**src/rtl/pwm_multi.sv**
```systemverilog
// Multi-channel PWM: shared prescaler/period timebase, per-channel double-buffered duty.
// Optional up/down (center-aligned) counting is built when PWM_CENTER_ALIGN_EN is defined.
module pwm_multi_ch #(
    parameter int WIDTH = 11
) (
    input  logic             clk,
    input  logic             rst,
    input  logic [WIDTH-1:0] cnt_i,
    input  logic [WIDTH-1:0] duty_i,
    input  logic             en_i,
    input  logic             pol_i,
    output logic             pwm_o
);
    logic pwm_q, pwm_d, raw;

    assign raw   = (cnt_i < duty_i);
    assign pwm_d = en_i ? (raw ^ pol_i) : pol_i;

    // Cleared to 0 in reset regardless of polarity.
    always_ff @(posedge clk or negedge rst) begin
        if (!rst) pwm_q <= 1'b0;
        else      pwm_q <= pwm_d;
    end

    assign pwm_o = pwm_q;
endmodule

module pwm_multi #(
    parameter int NUM_CH  = 4,
    parameter int WIDTH   = 11,
    parameter int PRESC_W = 8
) (
    input  logic                    clk,
    input  logic                    rst,
    input  logic [WIDTH-1:0]        period,
    input  logic [PRESC_W-1:0]      prescale,
    input  logic [NUM_CH*WIDTH-1:0] duty,
    input  logic                    load,
    input  logic [NUM_CH-1:0]       ch_en,
    input  logic [NUM_CH-1:0]       polarity,
`ifdef PWM_CENTER_ALIGN_EN
    input  logic                    center,
`endif
    output logic [NUM_CH-1:0]       pwm_out,
    output logic                    cycle_start,
    output logic                    pending
);
    typedef logic [NUM_CH-1:0][WIDTH-1:0] duty_arr_t;

    logic [PRESC_W-1:0] presc_cnt_q, presc_cnt_d;
    logic [WIDTH-1:0]   cnt_q, cnt_d;
    logic [WIDTH-1:0]   period_act_q, period_act_d;
    logic [WIDTH-1:0]   period_pend_q, period_pend_d;
    duty_arr_t          duty_act_q, duty_act_d;
    duty_arr_t          duty_pend_q, duty_pend_d;
    logic               pending_q, pending_d;
    logic               cycle_start_q;
    logic               tick, boundary;

`ifdef PWM_CENTER_ALIGN_EN
    typedef enum logic {DIR_UP, DIR_DN} dir_e;
    dir_e dir_q, dir_d;
    logic center_q, center_d;
`endif

    // Timebase: prescaler and period counter.
    always_comb begin
        tick        = (presc_cnt_q >= prescale);
        presc_cnt_d = tick ? '0 : presc_cnt_q + 1'b1;
        cnt_d       = cnt_q;
        boundary    = 1'b0;
        if (tick) begin
            if (cnt_q >= period_act_q) begin
                cnt_d    = '0;
                boundary = 1'b1;
            end else begin
                cnt_d = cnt_q + 1'b1;
            end
        end
`ifdef PWM_CENTER_ALIGN_EN
        dir_d = dir_q;
        if (!center_q) begin
            dir_d = DIR_UP;
        end else if (tick) begin
            // Top of the triangle counts as the first down step; valley is the boundary.
            boundary = 1'b0;
            if (dir_q == DIR_DN || cnt_q >= period_act_q) begin
                if (cnt_q <= WIDTH'(1)) begin
                    cnt_d    = '0;
                    dir_d    = DIR_UP;
                    boundary = 1'b1;
                end else begin
                    cnt_d = cnt_q - 1'b1;
                    dir_d = DIR_DN;
                end
            end else begin
                cnt_d = cnt_q + 1'b1;
            end
        end
        center_d = boundary ? center : center_q;
`endif
    end

    // Shadow registers: a load coinciding with a boundary bypasses the pending stage.
    always_comb begin
        period_act_d  = period_act_q;
        duty_act_d    = duty_act_q;
        period_pend_d = period_pend_q;
        duty_pend_d   = duty_pend_q;
        pending_d     = pending_q;
        if (boundary && load) begin
            period_act_d = period;
            duty_act_d   = duty_arr_t'(duty);
            pending_d    = 1'b0;
        end else begin
            if (boundary && pending_q) begin
                period_act_d = period_pend_q;
                duty_act_d   = duty_pend_q;
                pending_d    = 1'b0;
            end
            if (load) begin
                period_pend_d = period;
                duty_pend_d   = duty_arr_t'(duty);
                pending_d     = 1'b1;
            end
        end
    end

    always_ff @(posedge clk or negedge rst) begin
        if (!rst) begin
            presc_cnt_q   <= '0;
            cnt_q         <= '0;
            period_act_q  <= '1;
            period_pend_q <= '0;
            duty_act_q    <= '0;
            duty_pend_q   <= '0;
            pending_q     <= 1'b0;
            cycle_start_q <= 1'b0;
        end else begin
            presc_cnt_q   <= presc_cnt_d;
            cnt_q         <= cnt_d;
            period_act_q  <= period_act_d;
            period_pend_q <= period_pend_d;
            duty_act_q    <= duty_act_d;
            duty_pend_q   <= duty_pend_d;
            pending_q     <= pending_d;
            cycle_start_q <= boundary;
        end
    end

`ifdef PWM_CENTER_ALIGN_EN
    always_ff @(posedge clk or negedge rst) begin
        if (!rst) begin
            dir_q    <= DIR_UP;
            center_q <= 1'b0;
        end else begin
            dir_q    <= dir_d;
            center_q <= center_d;
        end
    end
`endif

    for (genvar i = 0; i < NUM_CH; i++) begin : g_ch
        pwm_multi_ch #(.WIDTH(WIDTH)) u_ch (
            .clk    (clk),
            .rst    (rst),
            .cnt_i  (cnt_q),
            .duty_i (duty_act_q[i]),
            .en_i   (ch_en[i]),
            .pol_i  (polarity[i]),
            .pwm_o  (pwm_out[i])
        );
    end

    assign cycle_start = cycle_start_q;
    assign pending     = pending_q;
endmodule

```
**config.mk**
```make
export PLATFORM = sky130hd
export DESIGN_NAME = pwm_multi
export DESIGN_NICKNAME = d
export VERILOG_FILES = /design/src/rtl/pwm_multi.sv
export SDC_FILE = /design/constraint.sdc
export NUM_CORES = 1
export LEC_CHECK = 0
export ABC_AREA = 1
export CORE_MARGIN = 2
export CORE_UTILIZATION = 50
export DETAILED_ROUTE_END_ITERATION = 10
export HOLD_SLACK_MARGIN = 0.06
export PLACE_DENSITY = 0.8
export SKIP_LAST_GASP = 1
export SLEW_MARGIN = 20
export SYNTH_ARGS = -nofsm -noshare
export SYNTH_HDL_FRONTEND = slang
export SYNTH_SLANG_ARGS = --single-unit
```
**constraint.sdc**
```tcl
create_clock -name clk -period 3 [get_ports clk]
set_clock_uncertainty 0.2 [all_clocks]
set_input_delay 0.6 -clock clk [delete_from_list [all_inputs] [get_ports clk]]
set_output_delay 0.6 -clock clk [all_outputs]
set_load 0.02 [all_outputs]
```
# ---- Word-level counts from Yosys, hierarchy flattened
# Cells that the tools add are included.
dict set report word_totals {
  output_inout_bits 6
  reg_bits 135
  elab_cells 51
}
dict set report op_classes {
  addsub 2
  n_lt_le_gt_ge 6
  reduce_logical 5
  mux 15
  n_bitwise 5
}
# op count
set op_table {}
lappend op_table {{$mux 44} 2}
lappend op_table {{$lt 11x11->1} 4}
lappend op_table {{$mux 11} 3}
lappend op_table {{$add 11x1->11 const B} 1}
lappend op_table {{$ge 11x11->1} 1}
lappend op_table {{$mux 1} 9}
lappend op_table {{$add 8x1->8 const B} 1}
lappend op_table {{$ge 8x8->1} 1}
lappend op_table {{$mux 8} 1}
lappend op_table {{$xor 1x1->1} 4}
lappend op_table {{$reduce_bool 3->1} 1}
lappend op_table {{$logic_and 1x1->1} 2}
lappend op_table {{$reduce_and 2->1} 1}
lappend op_table {{$reduce_bool 2->1} 1}
lappend op_table {{$not 1->1} 1}

# ---- Logic depth before layout (Yosys ltp)
dict set report logic_depth {
  depth_word 7
  depth_mapped 15
}

# ---- Cells and area by module
# Synthesis repeated with hierarchy kept, for this count alone.
dict set report hier_totals {
  hier_cells 1138
  hier_area_um2 8086.5
}
# mod area_per_inst_um2 n_inst cells_each
set modules_own_cells {}
lappend modules_own_cells {pwm_multi 6730.2 1 914}
lappend modules_own_cells {pwm_multi_ch 339.1 4 56}

# ---- Worst setup path after synthesis
# OpenSTA, ideal clock, no wires.
dict set report synth_path {
  path_kind {input port to flip-flop}
  startpoint {in prescale[7]}
  endpoint {reg duty_act_q[0] (netlist bit)}
  stages 11
  t_arrival_ns 1.913
  required_ns 2.684
  setup_slack_ns 0.771
  path_cell_list {inv_1 > ha_1 > a21o_1 > nor2_1 > nand3_2 > buf_6 > nand3_4 > buf_2 > nand2_1 > nand2_1 > nand2_1}
}
dict set report synth_via {
  elab_chain_len 4
  word_cells_on_any_way 6
}
# element line
set synth_rtl {}
lappend synth_rtl {{start, declared} 36} ;# input logic [PRESC_W-1:0] prescale,
lappend synth_rtl {{$ge 8x8->1 (*)} 68} ;# tick = (presc_cnt_q >= prescale);
lappend synth_rtl {{$mux 1 (*)} 72} ;# if (tick) begin
lappend synth_rtl {{$logic_and 1x1->1 (on tied branches)} {111, 116}}
lappend synth_rtl {{$mux 44 or $reduce_bool 2->1 (tied branches)} --}
lappend synth_rtl {{end signal, assigned} 144} ;# duty_act_q <= duty_act_d;
lappend synth_rtl {{end, declared} 54} ;# duty_arr_t duty_act_q, duty_act_d;
# Every way passes the cells marked *; elsewhere a longest branch is shown, timed or not.
# A chain may end at the register's enable or synchronous reset.

# ---- Worst setup path in the final report
dict set report layout_path {
  startpoint {reg cnt_q[4]}
  endpoint {reg duty_pend_q[32] (netlist bit)}
}
dict set report layout_via {
  elab_chain_len 6
}
# element line
set layout_rtl {}
lappend layout_rtl {{start, declared} 51} ;# logic [WIDTH-1:0] cnt_q, cnt_d;
lappend layout_rtl {{start signal, assigned} 141} ;# cnt_q <= cnt_d;
lappend layout_rtl {{$ge 11x11->1} 73} ;# if (cnt_q >= period_act_q) begin
lappend layout_rtl {{$mux 1} 73}
lappend layout_rtl {{$mux 1} 72}
lappend layout_rtl {{$logic_and 1x1->1} 111} ;# if (boundary && load) begin
lappend layout_rtl {{$not 1->1 (no source line)} --}
lappend layout_rtl {{$reduce_and 2->1 (no source line)} --}
lappend layout_rtl {{end signal, assigned} 145} ;# duty_pend_q <= duty_pend_d;
lappend layout_rtl {{end, declared} 55} ;# duty_arr_t duty_pend_q, duty_pend_d;
# No other way between the ends.

==> metrics.csv <==
metric,value,unit
status,completed,
GRT Total Usage,24.1,%
Yosys warning total,0,
clk buf depth,2,
root buffer cell,clkbuf_16,
crit-path leading delay family,simple AND/OR/NAND/NOR gates,
Clock Pin Slew Worst Setup and Hold Paths,0.06,ns
Pwr Density,825,nW/µm²
FF-to-FF End,duty_pend_q[32],
fmax,392,MHz
number of global-route vias before repair,6772,
worst slew pin tran,0.593,ns
type of element launching the critical path,flop,
final setup TNS,0,ns
leading area contributor after synthesis,dfrtp_1,
"top cells by area, synth","dfrtp_1 39%, nand2_1 20%, ha_1 9.6%",
Crit path required time,3.16,ns
Worst R2R Path Depth,12,
clock share of power,24.0,%
hold_sp,presc_cnt_q[0],
grt ovf,0,
Seq pwr share,36.8,%
PortBufs,79,
Post-synth EDFFs,0,
"critical path, cell by cell",ha_1 -> nand2_1 -> nor2_1 -> nand2_1 -> nor2_1 -> nor2_1 -> nand2_4 -> nand2_2 -> nand2_2 -> buf_4 -> nand2_1 -> nand2_1,
leak pwr,5.39,nW
row cnt,46,
number of nets with antenna violations after routing,0,
die area,16900,µm²
WP buf/inv,1,
Clock Sink Count,135,
Placeable Area,15700,µm²
# fillers,1369,
RSZ-0062 raised after global routing,false,
P&R area growth vs syn,20.4,%
P_int,4.88,mW
worst min-delay path category,reg -> reg,
Die W,130,µm
area fraction of the dominant cell type after synthesis,39.0,%
Tmin final,2.55,ns
max cap viols,0,
slew margin rel.,60.5,%
Via-to-Cell Ratio,4.99,
Crit-path slowest cell,dfrtp_1,
Final Max Tran Viols,0,
Initial Util,50.6,%
first-pass GRT wire length,31.8,mm
Synth Flop Type,dfrtp_1,
fin area,9580,µm²
"Top cell by count, worst path",nand2_1,
Hold Path Cell Cnt,1,
HPWL after DPL,12.6,mm
Crit. End Element,flop,
largest net degree at the start of global routing,62,
antenna violations before repair,0,
CTS Buf Count,17,
Logic pwr share,39.3,%
drt first-iter violations,432,
Top Ports,80,
fin util,61.0,%
Mapped Area,7950,µm²
antenna diode instance count,0,
Sw Pwr,3.02,mW
crit path kind,reg -> reg,
#FFs+latches synth,135,
Worst-Skew Late Latency,0.43,ns
drt first pass iters,5,
Mapped Avg Cell Area,7.18,µm²
slowest cell delay on critical path,0.55,ns
Worst Hold End,presc_cnt_q[0],
R2R setup slack,0.45,ns
Multi-input gate area,3760,µm²
Gate Count Post-Synth,1107,
vias post-DR,7057,
asr flop ratio synth,100,%
Final GP Congestion,0.899,
Final nets,1321,
WL/cell,13.4,µm
final hold vios,0,
H-tree Lvls,4,
register area,3390,µm²
"Distinct cells, synth",27,
total power,7.90,mW
post-route clock period utilization,85.1,%
Syn Nets,1242,
Post-DP Area,9040,µm²
Net Sw Frac,38.2,%
Die Y,130,µm
sequential share of the synthesized area,42.7,%
share of layout cells above drive strength 1,5.92,%
R2R Path Start,cnt_q[4],
setup violators final,0,
DRT Wirelength,19.0,mm
post-CTS setup buffer count,0,
Max VDD drop,0.480,mV
drt drc,0,
TritonCTS clock tree,done,
CP max FO,35,
arrival time at the worst endpoint,2.71,ns
## state kept, by name (all words and copies together), names as in the netlist
register and count:
cnt_q 11, cycle_start 1, duty_act_q 44, duty_pend_q 44, g_ch.u_ch.pwm_o 4, pending 1, period_act_q 11, period_pend_q 11
presc_cnt_q 8
## cell families (layout without fill, tap and decap cells)
logic type	count (synthesis)	count (layout)	synth area share, %
flops	135	135	42.7
buf+inv	187	279	10.1
fa+ha+maj	61	61	9.60
xor+xnor	4	4	0.440
compound gates	54	54	3.57
simple gates	666	666	33.6
## cell usage in the layout (no fill, tap or decap), drive strengths merged
| cell type | n |
|---|---|
| a21oi | 31 |
| clkbuf | 28 |
| nand4 | 10 |
| and3 | 1 |
| buf | 28 |
| dfrtp | 124 |
| o21a | 4 |
| clkinv | 6 |
| nand2 | 426 |
| a21o | 1 |
| dlygate4sd3 | 1 |
| nor3b | 1 |
| nor2 | 142 |
| ha | 61 |
| o21ai | 17 |
| dfstp | 11 |
| nand3 | 77 |
| nor3 | 8 |
| or2 | 1 |
| clkdlybuf4s50 | 77 |
| xor2 | 4 |
| a31oi | 1 |
| clkinvlp | 1 |
| inv | 138 |
## cell usage after synthesis, types with 2 or more instances
| master | number |
|---|---|
| clkbuf_1 | 14 |
| nand4_1 | 10 |
| dfstp_2 | 11 |
| nand2_1 | 423 |
| nor3_1 | 8 |
| a21oi_1 | 31 |
| nand2_2 | 2 |
| nor2_1 | 142 |
| nand3_2 | 2 |
| clkinv_1 | 2 |
| buf_6 | 7 |
| ha_1 | 61 |
| xor2_1 | 4 |
| nand3_1 | 74 |
| o21a_1 | 4 |
| inv_1 | 139 |
| dfrtp_1 | 124 |
| o21ai_0 | 17 |
| buf_2 | 18 |
| buf_4 | 7 |
## power by group through the flow
stage                     logic (mW)  clock network (mW)  registers, mW
final                           3.10                1.89           2.90
after CTS                       3.12                1.92           2.90
after detailed placement        3.09                   0           2.92
after global placement          2.92                   0           2.90
after global routing            3.62                2.00           2.98
after floorplan                 2.26                   0           2.83
## stage by stage
step | hold WS [ns] | setup WS, ns | cells
2_1_floorplan | 0.104 | 0.771 | 1107
3_3_place_gp | 0.250 | 0.123 | 1382
3_5_place_dp | 0.253 | 0.0415 | 1382
4_1_cts | 0.260 | 0.441 | 1415
5_1_grt | 0.280 | 0.288 | 1415
6_report | 0.252 | 0.448 | 1415
## layer usage
layer | global-route usage [%] | vias to the layer above | wire, µm
met3 | 4.39 | 36 | 1070
met2 | 40.3 | 189 | 9120
li1 | - | 3547 | -
met1 | 31.2 | 3285 | 8320
met4 | 9.93 | 0 | 454
met5 | 0 | - | 0
## worst max-delay path by stage
stage           startpoint              end  slack [ns]  cells past startpoint
3_3_place_gp   prescale[5]          pending        0.12                     11
2_1_floorplan  prescale[7]    duty_act_q[0]        0.77                     11
4_1_cts           cnt_q[4]   duty_pend_q[8]        0.44                     12
5_1_grt        prescale[5]          pending        0.29                     11
3_5_place_dp   prescale[5]  duty_pend_q[32]        0.04                     12
6_report          cnt_q[4]  duty_pend_q[32]        0.45                     12
## area by class of cell
| cell class | instances | area share (%) |
|---|---|---|
| Timing Repair Buffer | 106 | 11.4 |
| Multi-Input combinational cell | 785 | 39.3 |
| Clock buffer | 28 | 5.29 |
| Clock inverter | 4 | 0.235 |
| Inverter | 141 | 5.53 |
| Tap cell | 216 | 2.82 |
| Sequential cell | 135 | 35.4 |
## what timing repair did
action,CTS,global route
hold endpoints to repair,58,0
resized for setup,0,0
hold buffers,1,0
Note: power is estimated with default switching activity, not from simulation.
